===== src/rtl/multicycle_ctrl_if.sv =====
// Control bundle between the multi-cycle controller and the datapath.
// The master side is the controller: it reads the instruction fields, the
// ALU zero flag and the memory ready strobe, and drives every select/enable.
//
// Memory handshake: MemRead/MemWrite act as the request (valid) and are held
// high continuously until the cycle in which mem_ready is 1. That cycle is
// the transfer cycle. The request drops, or moves to the next access, in the
// following cycle. mem_ready is ignored whenever no request is asserted.
interface multicycle_ctrl_if #(
  parameter int ALUOP_W = 4
);
  logic [5:0]         OpCode;
  logic [5:0]         Funct;
  logic               Zero;
  logic               mem_ready;

  logic               PCWrite;
  logic               PCWriteCond;
  logic               IorD;
  logic               MemRead;
  logic               MemWrite;
  logic               IRWrite;
  logic [1:0]         MemtoReg;
  logic [1:0]         RegDst;
  logic               RegWrite;
  logic               ExtOp;
  logic               LuiOp;
  logic               ALUSrcA;
  logic [1:0]         ALUSrcB;
  logic [ALUOP_W-1:0] ALUOp;
  logic [1:0]         PCSource;
  logic               instr_done;
  logic               illegal;

  modport master (
    input  OpCode, Funct, Zero, mem_ready,
    output PCWrite, PCWriteCond, IorD, MemRead, MemWrite, IRWrite,
           MemtoReg, RegDst, RegWrite, ExtOp, LuiOp, ALUSrcA, ALUSrcB,
           ALUOp, PCSource, instr_done, illegal
  );

  modport slave (
    output OpCode, Funct, Zero, mem_ready,
    input  PCWrite, PCWriteCond, IorD, MemRead, MemWrite, IRWrite,
           MemtoReg, RegDst, RegWrite, ExtOp, LuiOp, ALUSrcA, ALUSrcB,
           ALUOp, PCSource, instr_done, illegal
  );
endinterface


===== src/rtl/multicycle_ctrl.sv =====
// Main control FSM of the multi-cycle MIPS CPU. Sequences IF/ID/EX/MEM/WB
// for each instruction and drives every datapath select and enable. Outputs
// are combinational from the current state and the decoded instruction, and
// they are forced to zero in any cycle where reset is low.
// Debug outputs: 'state' exposes the FSM state. 'pc_load' is the effective
// PC load, which is PCWrite, or PCWriteCond qualified by the Zero flag.
module multicycle_ctrl #(
  parameter int STATE_W = 3,
  parameter int ALUOP_W = 4
) (
  input  logic               clk,
  input  logic               reset,
  multicycle_ctrl_if.master  bus,
  output logic [STATE_W-1:0] state,
  output logic               pc_load
);

  typedef enum logic [STATE_W-1:0] {
    S_IF,
    S_ID,
    S_EX,
    S_MEM,
    S_WB
  } state_t;

  typedef enum logic [3:0] {
    C_R,
    C_JR,
    C_LW,
    C_SW,
    C_IALU,
    C_LUI,
    C_BEQ,
    C_J,
    C_JAL,
    C_ILL
  } cls_t;

  // Opcodes
  localparam logic [5:0] OP_R     = 6'h00;
  localparam logic [5:0] OP_J     = 6'h02;
  localparam logic [5:0] OP_JAL   = 6'h03;
  localparam logic [5:0] OP_BEQ   = 6'h04;
  localparam logic [5:0] OP_ADDI  = 6'h08;
  localparam logic [5:0] OP_ADDIU = 6'h09;
  localparam logic [5:0] OP_SLTI  = 6'h0a;
  localparam logic [5:0] OP_SLTIU = 6'h0b;
  localparam logic [5:0] OP_ANDI  = 6'h0c;
  localparam logic [5:0] OP_ORI   = 6'h0d;
  localparam logic [5:0] OP_LUI   = 6'h0f;
  localparam logic [5:0] OP_LW    = 6'h23;
  localparam logic [5:0] OP_SW    = 6'h2b;

  // R-type function codes
  localparam logic [5:0] F_SLL  = 6'h00;
  localparam logic [5:0] F_SRL  = 6'h02;
  localparam logic [5:0] F_SRA  = 6'h03;
  localparam logic [5:0] F_JR   = 6'h08;
  localparam logic [5:0] F_ADD  = 6'h20;
  localparam logic [5:0] F_ADDU = 6'h21;
  localparam logic [5:0] F_SUB  = 6'h22;
  localparam logic [5:0] F_SUBU = 6'h23;
  localparam logic [5:0] F_AND  = 6'h24;
  localparam logic [5:0] F_OR   = 6'h25;
  localparam logic [5:0] F_XOR  = 6'h26;
  localparam logic [5:0] F_NOR  = 6'h27;
  localparam logic [5:0] F_SLT  = 6'h2a;
  localparam logic [5:0] F_SLTU = 6'h2b;

  // ALUOp classes understood by ALU control
  localparam logic [ALUOP_W-1:0] ALU_ADD  = ALUOP_W'(0);
  localparam logic [ALUOP_W-1:0] ALU_SUB  = ALUOP_W'(1);
  localparam logic [ALUOP_W-1:0] ALU_RFN  = ALUOP_W'(2);
  localparam logic [ALUOP_W-1:0] ALU_AND  = ALUOP_W'(3);
  localparam logic [ALUOP_W-1:0] ALU_OR   = ALUOP_W'(4);
  localparam logic [ALUOP_W-1:0] ALU_SLT  = ALUOP_W'(5);
  localparam logic [ALUOP_W-1:0] ALU_SLTU = ALUOP_W'(6);

  state_t             cur_state;
  state_t             nxt_state;
  cls_t               cls;
  logic [ALUOP_W-1:0] imm_alu_op;
  logic               ext_op;
  logic               lui_op;
  logic               ext_sel;

  // Ungated control values, before the reset gate is applied
  logic               pc_write;
  logic               pc_write_cond;
  logic               i_or_d;
  logic               mem_read;
  logic               mem_write;
  logic               ir_write;
  logic [1:0]         mem_to_reg;
  logic [1:0]         reg_dst;
  logic               reg_write;
  logic               alu_src_a;
  logic [1:0]         alu_src_b;
  logic [ALUOP_W-1:0] alu_op;
  logic [1:0]         pc_source;
  logic               done;
  logic               bad_op;

  // Classify the instruction and pick the ALU class for immediate ops
  always_comb begin
    cls        = C_ILL;
    imm_alu_op = ALU_ADD;
    case (bus.OpCode)
      OP_R: begin
        case (bus.Funct)
          F_JR:                                    cls = C_JR;
          F_SLL, F_SRL, F_SRA,
          F_ADD, F_ADDU, F_SUB, F_SUBU,
          F_AND, F_OR, F_XOR, F_NOR,
          F_SLT, F_SLTU:                           cls = C_R;
          default:                                 cls = C_ILL;
        endcase
      end
      OP_LW:              cls = C_LW;
      OP_SW:              cls = C_SW;
      OP_ADDI, OP_ADDIU:  cls = C_IALU;
      OP_SLTI: begin
        cls        = C_IALU;
        imm_alu_op = ALU_SLT;
      end
      OP_SLTIU: begin
        cls        = C_IALU;
        imm_alu_op = ALU_SLTU;
      end
      OP_ANDI: begin
        cls        = C_IALU;
        imm_alu_op = ALU_AND;
      end
      OP_ORI: begin
        cls        = C_IALU;
        imm_alu_op = ALU_OR;
      end
      // lui has rs = $0, so an add passes the shifted immediate through
      OP_LUI:             cls = C_LUI;
      OP_BEQ:             cls = C_BEQ;
      OP_J:               cls = C_J;
      OP_JAL:             cls = C_JAL;
      default:            cls = C_ILL;
    endcase
  end

  // Logical immediates are zero-extended. Everything else is sign-extended.
  assign ext_op = !((bus.OpCode == OP_ANDI) || (bus.OpCode == OP_ORI));
  assign lui_op = (bus.OpCode == OP_LUI);

  // State register; reset forces a fresh fetch
  always_ff @(posedge clk) begin
    if (!reset) begin
      cur_state <= S_IF;
    end else begin
      cur_state <= nxt_state;
    end
  end

  // Next-state and per-state control decode
  always_comb begin
    nxt_state     = S_IF;
    pc_write      = 1'b0;
    pc_write_cond = 1'b0;
    i_or_d        = 1'b0;
    mem_read      = 1'b0;
    mem_write     = 1'b0;
    ir_write      = 1'b0;
    mem_to_reg    = 2'd0;
    reg_dst       = 2'd0;
    reg_write     = 1'b0;
    ext_sel       = 1'b0;
    alu_src_a     = 1'b0;
    alu_src_b     = 2'd0;
    alu_op        = ALU_ADD;
    pc_source     = 2'd0;
    done          = 1'b0;
    bad_op        = 1'b0;
    case (cur_state)
      S_IF: begin
        // PC + 4 is computed while the fetch is outstanding
        mem_read  = 1'b1;
        alu_src_b = 2'd1;
        if (bus.mem_ready) begin
          ir_write  = 1'b1;
          pc_write  = 1'b1;
          nxt_state = S_ID;
        end else begin
          nxt_state = S_IF;
        end
      end
      S_ID: begin
        // Branch target PC + (imm << 2) is parked in ALUOut speculatively
        ext_sel   = 1'b1;
        alu_src_b = 2'd3;
        case (cls)
          C_J: begin
            pc_write  = 1'b1;
            pc_source = 2'd2;
            done      = 1'b1;
            nxt_state = S_IF;
          end
          C_JAL: begin
            pc_write   = 1'b1;
            pc_source  = 2'd2;
            reg_write  = 1'b1;
            reg_dst    = 2'd2;
            mem_to_reg = 2'd2;
            done       = 1'b1;
            nxt_state  = S_IF;
          end
          C_ILL: begin
            bad_op    = 1'b1;
            done      = 1'b1;
            nxt_state = S_IF;
          end
          default: nxt_state = S_EX;
        endcase
      end
      S_EX: begin
        ext_sel   = 1'b1;
        alu_src_a = 1'b1;
        case (cls)
          C_R: begin
            alu_op    = ALU_RFN;
            nxt_state = S_WB;
          end
          C_JR: begin
            alu_op    = ALU_RFN;
            pc_write  = 1'b1;
            pc_source = 2'd3;
            done      = 1'b1;
            nxt_state = S_IF;
          end
          C_IALU, C_LUI: begin
            alu_src_b = 2'd2;
            alu_op    = imm_alu_op;
            nxt_state = S_WB;
          end
          C_LW, C_SW: begin
            alu_src_b = 2'd2;
            nxt_state = S_MEM;
          end
          C_BEQ: begin
            alu_op        = ALU_SUB;
            pc_write_cond = 1'b1;
            pc_source     = 2'd1;
            done          = 1'b1;
            nxt_state     = S_IF;
          end
          default: nxt_state = S_IF;
        endcase
      end
      S_MEM: begin
        // Request is held until the memory reports completion
        ext_sel   = 1'b1;
        i_or_d    = 1'b1;
        mem_read  = (cls == C_LW);
        mem_write = (cls == C_SW);
        if ((cls != C_LW) && (cls != C_SW)) begin
          nxt_state = S_IF;
        end else if (!bus.mem_ready) begin
          nxt_state = S_MEM;
        end else if (cls == C_LW) begin
          nxt_state = S_WB;
        end else begin
          done      = 1'b1;
          nxt_state = S_IF;
        end
      end
      S_WB: begin
        ext_sel   = 1'b1;
        reg_write = 1'b1;
        done      = 1'b1;
        nxt_state = S_IF;
        if (cls == C_LW) begin
          mem_to_reg = 2'd1;
        end else if (cls == C_R) begin
          reg_dst = 2'd1;
        end
      end
      default: nxt_state = S_IF;
    endcase
  end

  // While reset is low, every output is forced to 0. This also aborts any write in that cycle.
  assign bus.PCWrite     = reset & pc_write;
  assign bus.PCWriteCond = reset & pc_write_cond;
  assign bus.IorD        = reset & i_or_d;
  assign bus.MemRead     = reset & mem_read;
  assign bus.MemWrite    = reset & mem_write;
  assign bus.IRWrite     = reset & ir_write;
  assign bus.MemtoReg    = reset ? mem_to_reg : 2'd0;
  assign bus.RegDst      = reset ? reg_dst : 2'd0;
  assign bus.RegWrite    = reset & reg_write;
  assign bus.ExtOp       = reset & ext_sel & ext_op;
  assign bus.LuiOp       = reset & ext_sel & lui_op;
  assign bus.ALUSrcA     = reset & alu_src_a;
  assign bus.ALUSrcB     = reset ? alu_src_b : 2'd0;
  assign bus.ALUOp       = reset ? alu_op : '0;
  assign bus.PCSource    = reset ? pc_source : 2'd0;
  assign bus.instr_done  = reset & done;
  assign bus.illegal     = reset & bad_op;

  assign state   = cur_state;
  assign pc_load = reset & (pc_write | (pc_write_cond & bus.Zero));

endmodule


===== src/flat_wrapper.sv =====
// flat-port wrapper written by rule: the top's interface ports become plain ports
module multicycle_ctrl_flat 
#(
  parameter int STATE_W = 3,
  parameter int ALUOP_W = 4
)
  (clk, reset, state, pc_load, bus_OpCode, bus_Funct, bus_Zero, bus_mem_ready, bus_PCWrite, bus_PCWriteCond, bus_IorD, bus_MemRead, bus_MemWrite, bus_IRWrite, bus_MemtoReg, bus_RegDst, bus_RegWrite, bus_ExtOp, bus_LuiOp, bus_ALUSrcA, bus_ALUSrcB, bus_ALUOp, bus_PCSource, bus_instr_done, bus_illegal);
  multicycle_ctrl_if #(.ALUOP_W(ALUOP_W)) bus_i ();
  input  logic clk;
  input  logic reset;
  output logic [STATE_W-1:0] state;
  output logic pc_load;
  input wire logic [$bits(bus_i.OpCode)-1:0] bus_OpCode;
  input wire logic [$bits(bus_i.Funct)-1:0] bus_Funct;
  input wire logic [$bits(bus_i.Zero)-1:0] bus_Zero;
  input wire logic [$bits(bus_i.mem_ready)-1:0] bus_mem_ready;
  output wire logic [$bits(bus_i.PCWrite)-1:0] bus_PCWrite;
  output wire logic [$bits(bus_i.PCWriteCond)-1:0] bus_PCWriteCond;
  output wire logic [$bits(bus_i.IorD)-1:0] bus_IorD;
  output wire logic [$bits(bus_i.MemRead)-1:0] bus_MemRead;
  output wire logic [$bits(bus_i.MemWrite)-1:0] bus_MemWrite;
  output wire logic [$bits(bus_i.IRWrite)-1:0] bus_IRWrite;
  output wire logic [$bits(bus_i.MemtoReg)-1:0] bus_MemtoReg;
  output wire logic [$bits(bus_i.RegDst)-1:0] bus_RegDst;
  output wire logic [$bits(bus_i.RegWrite)-1:0] bus_RegWrite;
  output wire logic [$bits(bus_i.ExtOp)-1:0] bus_ExtOp;
  output wire logic [$bits(bus_i.LuiOp)-1:0] bus_LuiOp;
  output wire logic [$bits(bus_i.ALUSrcA)-1:0] bus_ALUSrcA;
  output wire logic [$bits(bus_i.ALUSrcB)-1:0] bus_ALUSrcB;
  output wire logic [$bits(bus_i.ALUOp)-1:0] bus_ALUOp;
  output wire logic [$bits(bus_i.PCSource)-1:0] bus_PCSource;
  output wire logic [$bits(bus_i.instr_done)-1:0] bus_instr_done;
  output wire logic [$bits(bus_i.illegal)-1:0] bus_illegal;
  assign bus_i.OpCode = bus_OpCode;
  assign bus_i.Funct = bus_Funct;
  assign bus_i.Zero = bus_Zero;
  assign bus_i.mem_ready = bus_mem_ready;
  assign bus_PCWrite = bus_i.PCWrite;
  assign bus_PCWriteCond = bus_i.PCWriteCond;
  assign bus_IorD = bus_i.IorD;
  assign bus_MemRead = bus_i.MemRead;
  assign bus_MemWrite = bus_i.MemWrite;
  assign bus_IRWrite = bus_i.IRWrite;
  assign bus_MemtoReg = bus_i.MemtoReg;
  assign bus_RegDst = bus_i.RegDst;
  assign bus_RegWrite = bus_i.RegWrite;
  assign bus_ExtOp = bus_i.ExtOp;
  assign bus_LuiOp = bus_i.LuiOp;
  assign bus_ALUSrcA = bus_i.ALUSrcA;
  assign bus_ALUSrcB = bus_i.ALUSrcB;
  assign bus_ALUOp = bus_i.ALUOp;
  assign bus_PCSource = bus_i.PCSource;
  assign bus_instr_done = bus_i.instr_done;
  assign bus_illegal = bus_i.illegal;
  multicycle_ctrl #(.STATE_W(STATE_W), .ALUOP_W(ALUOP_W)) u_core (.clk(clk), .reset(reset), .bus(bus_i), .state(state), .pc_load(pc_load));
endmodule

===== config.mk =====
export PLATFORM = sky130hd
export DESIGN_NAME = multicycle_ctrl_flat
export DESIGN_NICKNAME = d
export VERILOG_FILES = /design/src/rtl/multicycle_ctrl_if.sv /design/src/rtl/multicycle_ctrl.sv /design/src/flat_wrapper.sv
export SDC_FILE = /design/constraint.sdc
export NUM_CORES = 1
export LEC_CHECK = 0
export CAP_MARGIN = 5
export CORE_MARGIN = 1
export CORE_UTILIZATION = 61
export DETAILED_ROUTE_END_ITERATION = 6
export DONT_BUFFER_PORTS = 1
export PLACE_DENSITY_LB_ADDON = 0.2
export SLEW_MARGIN = 10
export SYNTH_ARGS = -nofsm -noshare
export SYNTH_HDL_FRONTEND = slang
export SYNTH_SLANG_ARGS = --single-unit

===== constraint.sdc =====
create_clock -name clk -period 1.7 [get_ports clk]
set_input_delay 0.17 -clock clk [delete_from_list [all_inputs] [get_ports clk]]
set_output_delay 0.17 -clock clk [all_outputs]
set_load 0.005 [all_outputs]

==> qor.yml <==
worst_setup_path:
  cpMaxStageDelayCell: "or4_4"
  cpPeakStageDelay_ns: 0.43
  crit_type: "register to output port"
  regToRegSetupSlack_ns: 0.32
  path_cells: "nor2b_4, and2_4, o31ai_4, or4_4, o21ai_4, buf_4"
  crit_end: "bus_PCWrite"
  crit_path_start_kind: "register"
  worstSetupEndpointType: "output port"
  worstPathMaxFanout: 3
  worstSetupStartpoint: "u_core.state[1]"
  arrival_ns: 1.63
  rr_startpoint: "u_core.state[2]"
  required_ns: 1.53
  r2r_cells: 6
  worstReg2RegEnd: "u_core.state[2]"
die:
  io_pins: 44
  dieArea_um2: 1540
  die_h_um: 39.2
  coreArea_um2: 1300
  die_x_um: 39.2
  initial_utilization: 0.648
  fp-row-count: 13
finish:
  antenna_cells: 0
  nFillCells: 105
  syn_to_final_growth_pct: 26.3
  nets: 161
  largest_reg_flops: 3
  drive_above_1_share: 0.347
logic_synthesis:
  synth-async-reset-ratio: 0
  ys_warn_count: 0
  ys_seq_elements: 3
  synthesis.nets: 148
  synth_edf_count: 0
  netlist.area_leader.share: 0.0757
  ys_seq_area_frac: 0.0712
  synthTopCellsByArea: "nor2_1, dfxtp_1, nand2_1"
  synth.avg_cell_area_um2: 6.39
  synth_ff_type: "dfxtp_1"
  synth_commonest_cells: "nor2_1, nand2_1, a21oi_1"
  yosys.cell_types.count: 51
  yosysMostFrequentCell: "nor2_1"
  synth_area_um2: 843
  yosys.area.top_type: "nor2_1"
  syn_inst: 132
placement:
  dp_hpwl_mm: 1.86
  gp_congestion: 0.872
  port_buffers: 0
  place_ws_ns: 0.00934
sta:
  period_share: 1.06
  hold_viol_final: 0
  fin_worst_skew_ns: 0.000321
  fmax_mhz: 555
  rsz0062_at_grt: "true"
  worst_slack_ns: -0.101
  post-route-min-period_ns: 1.80
  drv_slew: 0
  finalSetupViolCount: 3
clock_network:
  insertion_delay_ns: 0.24
  htree_levels: 1
  cts_buffer_depth: 2
  tritoncts: "done"
  cts.sinks: 3
  numCtsBuffers: 3
  hold_buffers: 0
  clk_pin_slew_ns: 0.04
  root_buffer: "clkbuf_4"
global_routing:
  grt_antenna_before_repair: 0
  grt_pass1_vias: 815
  grt_max_degree: 17
  grtUsageTotal: 0.316
  grt-ovfl-total: 0
  grt_pass1_wl_mm: 3.35
detailed_routing:
  vias_per_cell: 6.81
  wl_per_cell_um: 16.9
  dr.pass1.iters: 4
  wl_mm: 2.69
  drc: 0
  vias: 1082
  dr.first_iter.drc_count: 32
  ant_nets: 0
worst_hold_path:
  hp-class: "input port to register"
power:
  p_total_uw: 375
  leakagePower_uw: 0.000399
  ir_drop_uv: 313
  power_density_nw_per_um2: 352
run:
  maxCapViolCount: 0
status:
  violations: "setup timing"
  status: "finished, violations left"
## critical path, delay by kind of cell (launching register included)
kind            cells  cell delay [ns]
compound gates      2             0.22
simple gates        3             0.74
flops               1             0.32
buf+inv             1             0.13
## power breakdown
part           switching (uW)  total (uW)  internal [uW]  leakage [uW]
Sequential               2.66        76.4           73.8     0.0000252
Combinational            91.6         170           78.2      0.000358
Clock                    40.8         129           88.2     0.0000150
## stage by stage
stage | util | area [um^2] | setup TNS, ns | cells | hold slack (ns)
4_1_cts | 0.738 | 961 | -0.219 | 158 | 0.126
3_5_place_dp | 0.701 | 912 | 0 | 153 | 0.370
6_report | 0.818 | 1060 | -0.247 | 159 | 0.167
5_1_grt | 0.818 | 1060 | -0.480 | 159 | 0.160
2_1_floorplan | - | 846 | 0 | 132 | 0.349
3_3_place_gp | 0.701 | 912 | 0 | 153 | 0.371
## worst min-delay path by stage
stage | slack, ns | endpoint | cells after the start | startpoint
floorplan | 0.35 | u_core.state[0] | 2 | bus_mem_ready
global placement | 0.37 | u_core.state[0] | 2 | bus_mem_ready
detailed placement | 0.37 | u_core.state[0] | 2 | bus_mem_ready
CTS | 0.13 | u_core.state[0] | 2 | bus_mem_ready
global route | 0.16 | u_core.state[0] | 2 | bus_mem_ready
finish | 0.17 | u_core.state[0] | 2 | bus_mem_ready
## kinds of logic (layout without fill, tap and decap cells)
family	Yosys count	in the layout	share of synthesized area
AOI/OAI and AO/OA	34	34	0.286
xor gates and xnor gates	1	1	0.0104
buffers and inverters	15	27	0.101
DFF	3	3	0.0712
muxes	1	1	0.0119
other	1	1	0.00445
and+or+nand+nor	77	77	0.515
## area by class of cell
type                            instances  area (um^2)  area share
Clock buffer                            4         26.3      0.0247
Inverter                                6         22.5      0.0212
Multi-Input combinational cell        114          803       0.754
Sequential cell                         3         62.6      0.0588
Tap cell                               15         18.8      0.0176
Timing Repair Buffer                   17          131       0.123
## metal layers
layer  global-route usage  vias up  part of all wire
li1                     -      501                 -
met1                0.356      481              0.37
met2                0.571       82              0.50
met3               0.0925       18             0.091
met4               0.0776        0             0.039
met5                    0        -                 0
## cell usage in the layout (no fill, tap or decap), types with 2 or more instances in the layout
cell      instances
clkbuf_4          3
buf_4            16
o21ai_0           4
nand3b_1          3
nor3_1            7
a31oi_1           3
inv_1             5
nor3_2            3
and3_1            2
or2_2             3
o21a_1            2
dfxtp_2           2
o31ai_4           2
nand2_2           2
nor2_1           16
nand2b_1          5
a211o_1           2
a21oi_1           8
nand3_1           5
a211oi_1          2
nand2_1          12
## what timing repair did
action | 4_1_cts | 5_1_grt
pin swaps | 2 | 3
buffers inserted | 1 | 1
resized for setup | 4 | 19
endpoints found under the setup margin | 4 | 7
Power figures use the tool's default switching activity.
